### src/rtl/dmem_arb_pkg.sv
// -----------------------------------------------------------------------------
// dmem_arb_pkg
// Shared types and constants for the data-memory arbiter:
//   arb_state_e  : arbitration FSM states (S_CORE, S_FORCE, S_LOCK)
//   PORT_CORE/PORT_DMA : requester index used for grant/response vectors
//   DWORD_BYTES  : size of one access in bytes
//   dword_oob()  : true when a doubleword at addr does not fit in memory
// -----------------------------------------------------------------------------
package dmem_arb_pkg;

  typedef enum logic [1:0] {
    S_CORE  = 2'd0,  // core wins ties
    S_FORCE = 2'd1,  // DMA starved long enough, DMA wins ties
    S_LOCK  = 2'd2   // DMA burst owns the memory
  } arb_state_e;

  localparam logic PORT_CORE = 1'b0;
  localparam logic PORT_DMA  = 1'b1;

  localparam int DWORD_BYTES = 8;

  // Last legal doubleword start address is mem_bytes-8.
  function automatic logic dword_oob(input logic [63:0] addr, input int mem_bytes);
    return addr > 64'(mem_bytes - DWORD_BYTES);
  endfunction

endpackage

### src/rtl/dmem_arb_starve_ctr.sv
// -----------------------------------------------------------------------------
// dmem_arb_starve_ctr
// Counts consecutive cycles a DMA request is refused. The count saturates at
// MAX_WAIT and clears on a DMA grant or when DMA stops requesting.
// Ports:
//   clk, reset_n  : clock, asynchronous active-low reset
//   dma_req       : DMA is requesting this cycle
//   dma_gnt       : DMA was granted this cycle
//   force_pulse   : this refusal brings the count to MAX_WAIT, so the
//                   arbiter must hand priority to DMA from the next cycle
// -----------------------------------------------------------------------------
module dmem_arb_starve_ctr #(
  parameter int MAX_WAIT = 4
) (
  input  logic clk,
  input  logic reset_n,
  input  logic dma_req,
  input  logic dma_gnt,
  output logic force_pulse
);

  localparam int CW = $clog2(MAX_WAIT + 1);
  localparam logic [CW-1:0] CNT_MAX = CW'(MAX_WAIT);

  logic [CW-1:0] wait_cnt_reg;
  logic [CW-1:0] wait_cnt_next;
  logic          refused;

  assign refused = dma_req & ~dma_gnt;

  always_comb begin
    wait_cnt_next = wait_cnt_reg;
    if (!refused) begin
      wait_cnt_next = '0;
    end else if (wait_cnt_reg != CNT_MAX) begin
      wait_cnt_next = wait_cnt_reg + CW'(1);
    end
  end

  // Raised on the refusal that makes the count reach MAX_WAIT, so the FSM
  // and the counter land on S_FORCE / MAX_WAIT at the same edge.
  assign force_pulse = refused & (wait_cnt_next == CNT_MAX);

  always_ff @(posedge clk or negedge reset_n) begin
    if (!reset_n) begin
      wait_cnt_reg <= '0;
    end else begin
      wait_cnt_reg <= wait_cnt_next;
    end
  end

endmodule

### src/rtl/dmem_arbiter.sv
// -----------------------------------------------------------------------------
// dmem_arbiter
// Shares a single-port byte-addressed data memory between the pipeline MEM
// stage (core) and a loader/DMA port. One 64-bit access per cycle; grants are
// combinational, load data returns registered one cycle after the grant.
// Ports:
//   clk, reset_n                        : clock, asynchronous active-low reset
//   core_req/we/addr/wdata              : core request
//   core_gnt, core_stall                : core accepted / core must stall
//   core_rvalid/rdata/err               : core response (cycle after grant)
//   dma_req/we/addr/wdata/lock          : DMA request, lock keeps ownership
//   dma_gnt, dma_rvalid/rdata/err       : DMA grant and response
//   mem_addr/wdata/write/read, mem_rdata: memory side (read is combinational)
// Build option: DMEM_BOUNDS_CHECK_EN -- accesses beyond MEM_BYTES-8 are
//   granted but not forwarded, and answered next cycle with rvalid=1, err=1,
//   rdata=0. Without it every access is forwarded and err stays 0.
// -----------------------------------------------------------------------------
module dmem_arbiter
  import dmem_arb_pkg::*;
#(
  parameter int MEM_BYTES = 80,
  parameter int MAX_WAIT  = 4
) (
  input  logic        clk,
  input  logic        reset_n,
  input  logic        core_req,
  input  logic        core_we,
  input  logic [63:0] core_addr,
  input  logic [63:0] core_wdata,
  output logic        core_gnt,
  output logic        core_stall,
  output logic        core_rvalid,
  output logic [63:0] core_rdata,
  output logic        core_err,
  input  logic        dma_req,
  input  logic        dma_we,
  input  logic [63:0] dma_addr,
  input  logic [63:0] dma_wdata,
  input  logic        dma_lock,
  output logic        dma_gnt,
  output logic        dma_rvalid,
  output logic [63:0] dma_rdata,
  output logic        dma_err,
  output logic [63:0] mem_addr,
  output logic [63:0] mem_wdata,
  output logic        mem_write,
  output logic        mem_read,
  input  logic [63:0] mem_rdata
);

  arb_state_e  state_reg;
  arb_state_e  state_next;
  logic [1:0]  gnt_vec;
  logic        any_gnt;
  logic        sel_we;
  logic [63:0] sel_addr;
  logic [63:0] sel_wdata;
  logic        sel_oob;
  logic        force_pulse;
  logic [1:0]  rvalid_vec;
  logic [1:0]  err_vec;
  logic [63:0] rdata_vec [2];

  // ---------------- winner selection ----------------
  always_comb begin
    gnt_vec = '0;
    case (state_reg)
      S_CORE: begin
        if (core_req)     gnt_vec[PORT_CORE] = 1'b1;
        else if (dma_req) gnt_vec[PORT_DMA]  = 1'b1;
      end
      S_FORCE: begin
        if (dma_req)       gnt_vec[PORT_DMA]  = 1'b1;
        else if (core_req) gnt_vec[PORT_CORE] = 1'b1;
      end
      // Core is refused for the whole burst, even on beats DMA skips.
      S_LOCK:  gnt_vec[PORT_DMA] = dma_req;
      default: gnt_vec = '0;
    endcase
  end

  assign core_gnt   = gnt_vec[PORT_CORE];
  assign dma_gnt    = gnt_vec[PORT_DMA];
  assign core_stall = core_req & ~core_gnt;
  assign any_gnt    = |gnt_vec;

  assign sel_we    = gnt_vec[PORT_DMA] ? dma_we    : core_we;
  assign sel_addr  = gnt_vec[PORT_DMA] ? dma_addr  : core_addr;
  assign sel_wdata = gnt_vec[PORT_DMA] ? dma_wdata : core_wdata;

`ifdef DMEM_BOUNDS_CHECK_EN
  assign sel_oob = any_gnt & dword_oob(sel_addr, MEM_BYTES);
`else
  assign sel_oob = 1'b0;
`endif

  assign mem_addr  = any_gnt ? sel_addr  : '0;
  assign mem_wdata = any_gnt ? sel_wdata : '0;
  assign mem_write = any_gnt &  sel_we & ~sel_oob;
  assign mem_read  = any_gnt & ~sel_we & ~sel_oob;

  // ---------------- starvation counter + FSM ----------------
  dmem_arb_starve_ctr #(
    .MAX_WAIT(MAX_WAIT)
  ) u_starve_ctr (
    .clk        (clk),
    .reset_n    (reset_n),
    .dma_req    (dma_req),
    .dma_gnt    (dma_gnt),
    .force_pulse(force_pulse)
  );

  always_comb begin
    state_next = state_reg;
    case (state_reg)
      S_CORE: begin
        if (dma_gnt && dma_lock) state_next = S_LOCK;
        else if (force_pulse)    state_next = S_FORCE;
      end
      S_FORCE: begin
        if (dma_gnt) state_next = dma_lock ? S_LOCK : S_CORE;
      end
      S_LOCK: begin
        if (!dma_req || !dma_lock) state_next = S_CORE;
      end
      default: state_next = S_CORE;
    endcase
  end

  always_ff @(posedge clk or negedge reset_n) begin
    if (!reset_n) begin
      state_reg <= S_CORE;
    end else begin
      state_reg <= state_next;
    end
  end

  // ---------------- per-port response registers ----------------
  // Only the granted port sees a response; loads and rejected accesses
  // produce a one-cycle rvalid, plain stores produce none.
  for (genvar gi = 0; gi < 2; gi++) begin : g_resp
    logic        rvalid_reg;
    logic        rvalid_next;
    logic        err_reg;
    logic        err_next;
    logic [63:0] rdata_reg;
    logic [63:0] rdata_next;

    always_comb begin
      rvalid_next = 1'b0;
      err_next    = 1'b0;
      rdata_next  = rdata_reg;
      if (gnt_vec[gi]) begin
        if (sel_oob) begin
          rvalid_next = 1'b1;
          err_next    = 1'b1;
          rdata_next  = '0;
        end else if (!sel_we) begin
          rvalid_next = 1'b1;
          rdata_next  = mem_rdata;
        end
      end
    end

    always_ff @(posedge clk or negedge reset_n) begin
      if (!reset_n) begin
        rvalid_reg <= 1'b0;
        err_reg    <= 1'b0;
        rdata_reg  <= '0;
      end else begin
        rvalid_reg <= rvalid_next;
        err_reg    <= err_next;
        rdata_reg  <= rdata_next;
      end
    end

    assign rvalid_vec[gi] = rvalid_reg;
    assign err_vec[gi]    = err_reg;
    assign rdata_vec[gi]  = rdata_reg;
  end

  assign core_rvalid = rvalid_vec[PORT_CORE];
  assign core_err    = err_vec[PORT_CORE];
  assign core_rdata  = rdata_vec[PORT_CORE];
  assign dma_rvalid  = rvalid_vec[PORT_DMA];
  assign dma_err     = err_vec[PORT_DMA];
  assign dma_rdata   = rdata_vec[PORT_DMA];

endmodule

### config.mk
export PLATFORM = sky130hd
export DESIGN_NAME = dmem_arbiter
export DESIGN_NICKNAME = d
export VERILOG_FILES = /design/src/rtl/dmem_arb_pkg.sv /design/src/rtl/dmem_arb_starve_ctr.sv /design/src/rtl/dmem_arbiter.sv
export SDC_FILE = /design/constraint.sdc
export NUM_CORES = 1
export LEC_CHECK = 0
export CORE_AREA = 10 10 223 225
export DETAILED_ROUTE_END_ITERATION = 10
export DIE_AREA = 0 0 233 235
export GPL_TIMING_DRIVEN = 0
export PLACE_DENSITY = 0.45
export SLEW_MARGIN = 20
export SYNTH_ARGS = -nofsm -noshare
export SYNTH_HDL_FRONTEND = slang
export SYNTH_SLANG_ARGS = --single-unit
### constraint.sdc
create_clock -name clk -period 1.87 [get_ports clk]
set_input_delay 0.374 -clock clk [delete_from_list [all_inputs] [get_ports clk]]
set_output_delay 0.374 -clock clk [all_outputs]
set_load 0.05 [all_outputs]
=== After elaboration in Yosys (flattened, before gate mapping) ===
Cells that the tools add are included.

* Bits in registers: 135
* Bits in latches: 0
* ROM bits: 0
* Bits of input ports: 327
* Memory bits (writable): 0
* Memories: 0

* Add/subtract/negate cells: 1
* Magnitude comparators: 0
* Reductions and logical operators: 9
* Bitwise gates (word level): 8
* Multiplexer cells: 22
* Shift operators: 0
* Div/mod/pow operators: 0
* Multiply operators: 0
* Equality and inequality tests: 7

{| class="wikitable"
|+ Operators with widths
! kind !! number
|-
| 2-to-1 mux 64 bit || 4
|-
| 2-to-1 mux 2 bit || 5
|-
| 2-to-1 mux 1 bit || 8
|-
| 2-to-1 mux 3 bit || 2
|-
| inequality test 3 bit (second input constant) || 2
|-
| case mux 2 bit (3 select lines) || 1
|-
| AND 1 bit || 5
|-
| inequality test 2 bit (second input constant) || 2
|-
| AND reduction 2 bit || 2
|-
| adder 3 x 1 -> 3 bit (second input constant) || 1
|-
| == test 3 bit (second input constant) || 1
|-
| inverter 1 bit || 3
|-
| case mux 1 bit (3 select lines) || 1
|-
| AND reduction 3 bit || 1
|-
| == test 2 x 1 -> 1 bit (second input constant) || 1
|-
| == test 2 bit (second input constant) || 1
|-
| logical NOT 1 bit || 2
|-
| logical NOT 2 bit || 1
|-
| case mux 1 bit (2 select lines) || 1
|-
| OR reduction 2 bit || 1
|-
| logical AND 1 bit || 1
|-
| logical OR 1 bit || 1
|}

=== Longest topological paths before layout ===
* Word-level depth: 11
* Depth in mapped cells: 10

=== Hierarchy ===
From an unflattened synthesis, not the netlist that was laid out.

* Cells, all modules: 490
* Area total of the unflattened synthesis: 6,555.0 sq um

{| class="wikitable"
|+ By module, submodules not included
! module !! area an instance (sq um) !! times used !! seq. area each (sq um) !! cells an instance
|-
| dmem_arbiter || 6,346.1 || 1 || 3,303.2 || 468
|-
| dmem_arb_starve_ctr || 209.0 || 1 || 75.1 || 22
|}

=== Least setup slack after synthesis ===
OpenSTA, ideal clock, no wires.

* Path type: reg2out
* Start point: register state_reg[0]
* End point: output mem_wdata[55]
* Stages on the path, launching flop included: 8
* Data required time: 1.496 ns
* Data arrival time: 2.240 ns
* Slack: -0.744 ns
* Cell sequence: dfrtp_1 > inv_1 > ha_1 > nand2b_1 > a21boi_2 > buf_4 > clkbuf_1 > a22o_1

* Longest elaborated chain between the ends: 4
* Elaborated cells on any way between the ends: 8

{| class="wikitable"
|+ Ends and longest elaborated chain
! item !! line !! text
|-
| start, declared || dmem_arbiter.sv:51 || <nowiki>arb_state_e state_reg;</nowiki>
|-
| start signal, assigned || dmem_arbiter.sv:134 || <nowiki>state_reg <= state_next;</nowiki>
|-
| == test 2 bit, or another cell as far along || dmem_arbiter.sv:67 || <nowiki>case (state_reg)</nowiki>
|-
| case mux 1 bit (3 select lines) (*) || dmem_arbiter.sv:67 ||
|-
| net dma_gnt || dmem_arbiter.sv:40 || <nowiki>output logic dma_gnt,</nowiki>
|-
| 2-to-1 mux 64 bit / OR reduction 2 bit (equally long branches) || dmem_arbiter.sv:89, dmem_arbiter.sv:85 ||
|-
| 2-to-1 mux 64 bit (*) || dmem_arbiter.sv:98 || <nowiki>assign mem_wdata = any_gnt ? sel_wdata : '0;</nowiki>
|-
| end, declared || dmem_arbiter.sv:45 || <nowiki>output logic [63:0] mem_wdata,</nowiki>
|}

Mark *: on every way through the listed nets, which the timed path passes. The rest lies on a longest branch.

=== Worst setup path in the final report ===
* Start point: register state_reg[1]
* End point: output mem_wdata[30]

* Longest elaborated chain between the ends: 4
* Elaborated cells on any way between the ends: 8

{| class="wikitable"
|+ Ends and longest elaborated chain
! item !! line
|-
| == test 2 bit, or another cell as far along || dmem_arbiter.sv:67
|-
| case mux 1 bit (3 select lines) / case mux 1 bit (2 select lines) (equally long branches) || dmem_arbiter.sv:67
|-
| 2-to-1 mux 64 bit / OR reduction 2 bit (equally long branches) || dmem_arbiter.sv:89, dmem_arbiter.sv:85
|-
| 2-to-1 mux 64 bit (*) || dmem_arbiter.sv:98
|}

Mark *: on every way between the ends. The rest lies on a longest branch, timed or not.

==> summary.txt <==
Finish
  • Layout cells sized above 1: 43.0%
  • Nets: 1,435
  • Cell Count, Final, Fillers Out: 1,721
  • Design area: 0.0155 mm^2
  • Layout area overhead: 136%

Global route
  • GRT overflow: 0
  • Vias in the first global route: 7,585
  • Gr usage total: 16.7%
  • GRT busiest layer: met2
  • Initial antenna violation count: 21
  • Met3 Usage GRT: 9.07%
  • Met2 Usage GRT: 28.7%
  • First-pass GRT wire length: 64,200 um
  • Largest net degree at the start of global routing: 88
  • M1 GR Usage: 16.7%

Timing
  • Count of final setup violators: 394
  • Worst Tran Pin Value: 0.721 ns
  • Final Slew Violations: 0
  • Final hold vios: 0
  • RSZ-0062 raised after global routing: yes
  • Final cycle utilization of the critical path: 145%
  • Final worst slack: -0.840 ns
  • Fmax: 369 MHz
  • Clk_skew: 0.00716 ns
  • Final Critical Period: 2.71 ns
  • Worst rel slew slack: 51.8%

Place
  • Routability cong.: 0.888
  • Placed Area: 0.0145 mm^2
  • Placed cell count: 1,679
  • Setup WS pre-CTS: -1.94 ns
  • Post-DP HPWL: 41,400 um
  • Port bufs: 589

Logic synthesis
  • Synth top area share: 51.5%
  • Share of flip-flops with an asynchronous set or reset: 100%
  • Top_reg_cell synth: dfrtp_1
  • Post-synth EDFFs: 0
  • Area of the mapped netlist: 0.00656 mm^2
  • Largest cells by area after synthesis: dfrtp_1, a22o_1, mux2_2, mux2_1, buf_6
  • Post-synth top area cell: dfrtp_1
  • Distinct cells, synth: 34
  • #FFs+latches synth: 135
  • Post-Synthesis Cells: 488
  • Synth Warn #: 0
  • Post-synthesis sequential area ratio: 51.5%
  • Mean Syn Cell Area: 13.4 um^2

CTS
  • Clock transition at path regs: 0.06 ns
  • Clk Latency, worst-skew pair: 0.44 ns
  • Total CTS buffers: 17
  • Clock sink total: 135
  • Htree depth: 4
  • CTS tree: yes
  • CTS Root Cell: clkbuf_16
  • Longest Clk Path Bufs: 2

Drt
  • DRT iter0 DRCs: 270
  • Routed WL: 47,800 um
  • Avg WL per Cell: 27.7 um
  • DRC violations left: 0
  • DR pass1 iterations: 4
  • Vias/cell: 3.97
  • Via count: 6,832
  • Final ANT Viol Nets: 0

Run status
  • Failing checks: negative setup slack
  • Status: finished, violations left

Worst setup path
  • CP max FO: 10
  • Critical path class: reg -> out
  • Crit start category: flop
  • CP Data Required Time: 1.50 ns
  • Worst Path Arrival: 2.34 ns
  • Crit. End Element: primary output

Run
  • Max-cap viol count: 0

Floorplanning
  • Height of the die: 235 um
  • DIE AREA: 0.0548 mm^2
  • Core box area: 0.0451 mm^2
  • Num rows: 78
  • Initial core utilization: 14.5%
  • Die width: 233 um
  • Io pins: 592

Power
  • P_leak: 6.68 nW
  • Power density cells: 2150 mW/mm^2
  • VDD IR-drop max: 0.936 mV

Hold path
  • Hold Path Class: in -> async
-- cells in the final DEF, fill, tap and decap left out, types with 15 or more instances in the layout --
master,n
a22o_2,52
buf_8,19
buf_12,15
buf_4,30
clkdlybuf4s50_1,455
buf_6,97
dfrtp_1,135
a22o_4,76
clkbuf_16,17
mux2_4,103
mux2_2,24
-- critical path, cell delays in order (launching register included) --
cell and delay, ns:
dfrtp_1 0.40, inv_2 0.07, ha_1 0.20, inv_1 0.12, nor2_4 0.06, o21ai_4 0.23
nor2_4 0.07, buf_12 0.16, buf_8 0.15, a22o_4 0.25, buf_8 0.16
-- repair_timing --
action                     CTS  global route
setup endpoints to repair  394           394
hold endpoints to repair    48             0
hold buffers                 1             0
pin swaps                    1             1
buffers inserted             1             2
resized for setup          953            23
-- synth_stat cells, types with 2 or more instances --
| cell | number |
|---|---|
| mux2_2 | 79 |
| nand2_1 | 2 |
| buf_1 | 4 |
| buf_4 | 5 |
| ha_1 | 6 |
| mux2_1 | 49 |
| nor2_1 | 7 |
| nand3_1 | 2 |
| a22o_1 | 129 |
| dfrtp_1 | 135 |
| o21a_1 | 2 |
| nand2b_1 | 2 |
| inv_1 | 9 |
| buf_2 | 15 |
| clkbuf_1 | 12 |
| o21ai_0 | 3 |
| buf_6 | 9 |
| a21oi_1 | 2 |
-- cell type report --
type,count,area [um^2]
Clock buffer,21,460
Multi-Input combinational cell,300,4050
Antenna cell,6,15.0
Clock inverter,11,123
Timing Repair Buffer,594,6100
Tap cell,600,751
Buffer,45,579
Sequential cell,135,3380
Inverter,9,33.8
Fill cell,4543,29600
-- through the flow --
stage	total power [W]	util, %	TNS [ns]	hold slack (ns)
final	0.0333	34.4	-165.34	0.431
after global placement	0.0292	32.0	-1053.04	0.469
after CTS	0.0337	34.1	-185.45	0.426
after floorplan	0.0207	-	-39.12	0.0784
after global routing	0.0346	34.3	-204.14	0.450
after detailed placement	0.0292	32.1	-302.37	0.314
-- layer usage --
| layer | share of wire, % | wire length, um |
|---|---|---|
| met2 | 50 | 23900 |
| met3 | 12 | 5620 |
| met5 | 0.37 | 176 |
| met4 | 2.5 | 1220 |
| met1 | 35 | 16900 |
-- report_power, final --
| part | switching, W | internal (W) | leakage (nW) |
|---|---|---|---|
| sequential | 0.000860 | 0.00440 | 1.60 |
| combinational | 0.0148 | 0.00984 | 4.80 |
| clock | 0.00138 | 0.00203 | 0.276 |
| total | 0.0171 | 0.0163 | 6.68 |
-- path summary, 6_finish.rpt --
| check | start | end | slack (ns) | cells after the start |
|---|---|---|---|---|
| setup reg to reg | state_reg[0] | core_rdata[58] | -0.54 | 11 |
| max in group asynchronous | reset_n | core_rdata[58] | 0.64 | 3 |
| setup / recovery | state_reg[1] | mem_wdata[30] | -0.84 | 10 |
| hold reg to reg | core_rdata[0] | core_rdata[0] | 0.49 | 1 |
| min in group clk | core_rdata[0] | core_rdata[0] | 0.49 | 1 |
| hold / removal | reset_n | core_rdata[50] | 0.43 | 2 |
-- cell families after synthesis --
kind of cell	count (synthesis)	share of synthesized area, %
buffers and inverters	54	4.70
adders and majority gates	6	1.15
and+or+nand+nor	21	1.74
other	1	0.0572
DFF	135	51.5
xor gates and xnor gates	1	0.134
AOI/OAI and AO/OA	142	18.7
muxes	128	22.0
Note: power is estimated with default switching activity, not from simulation.
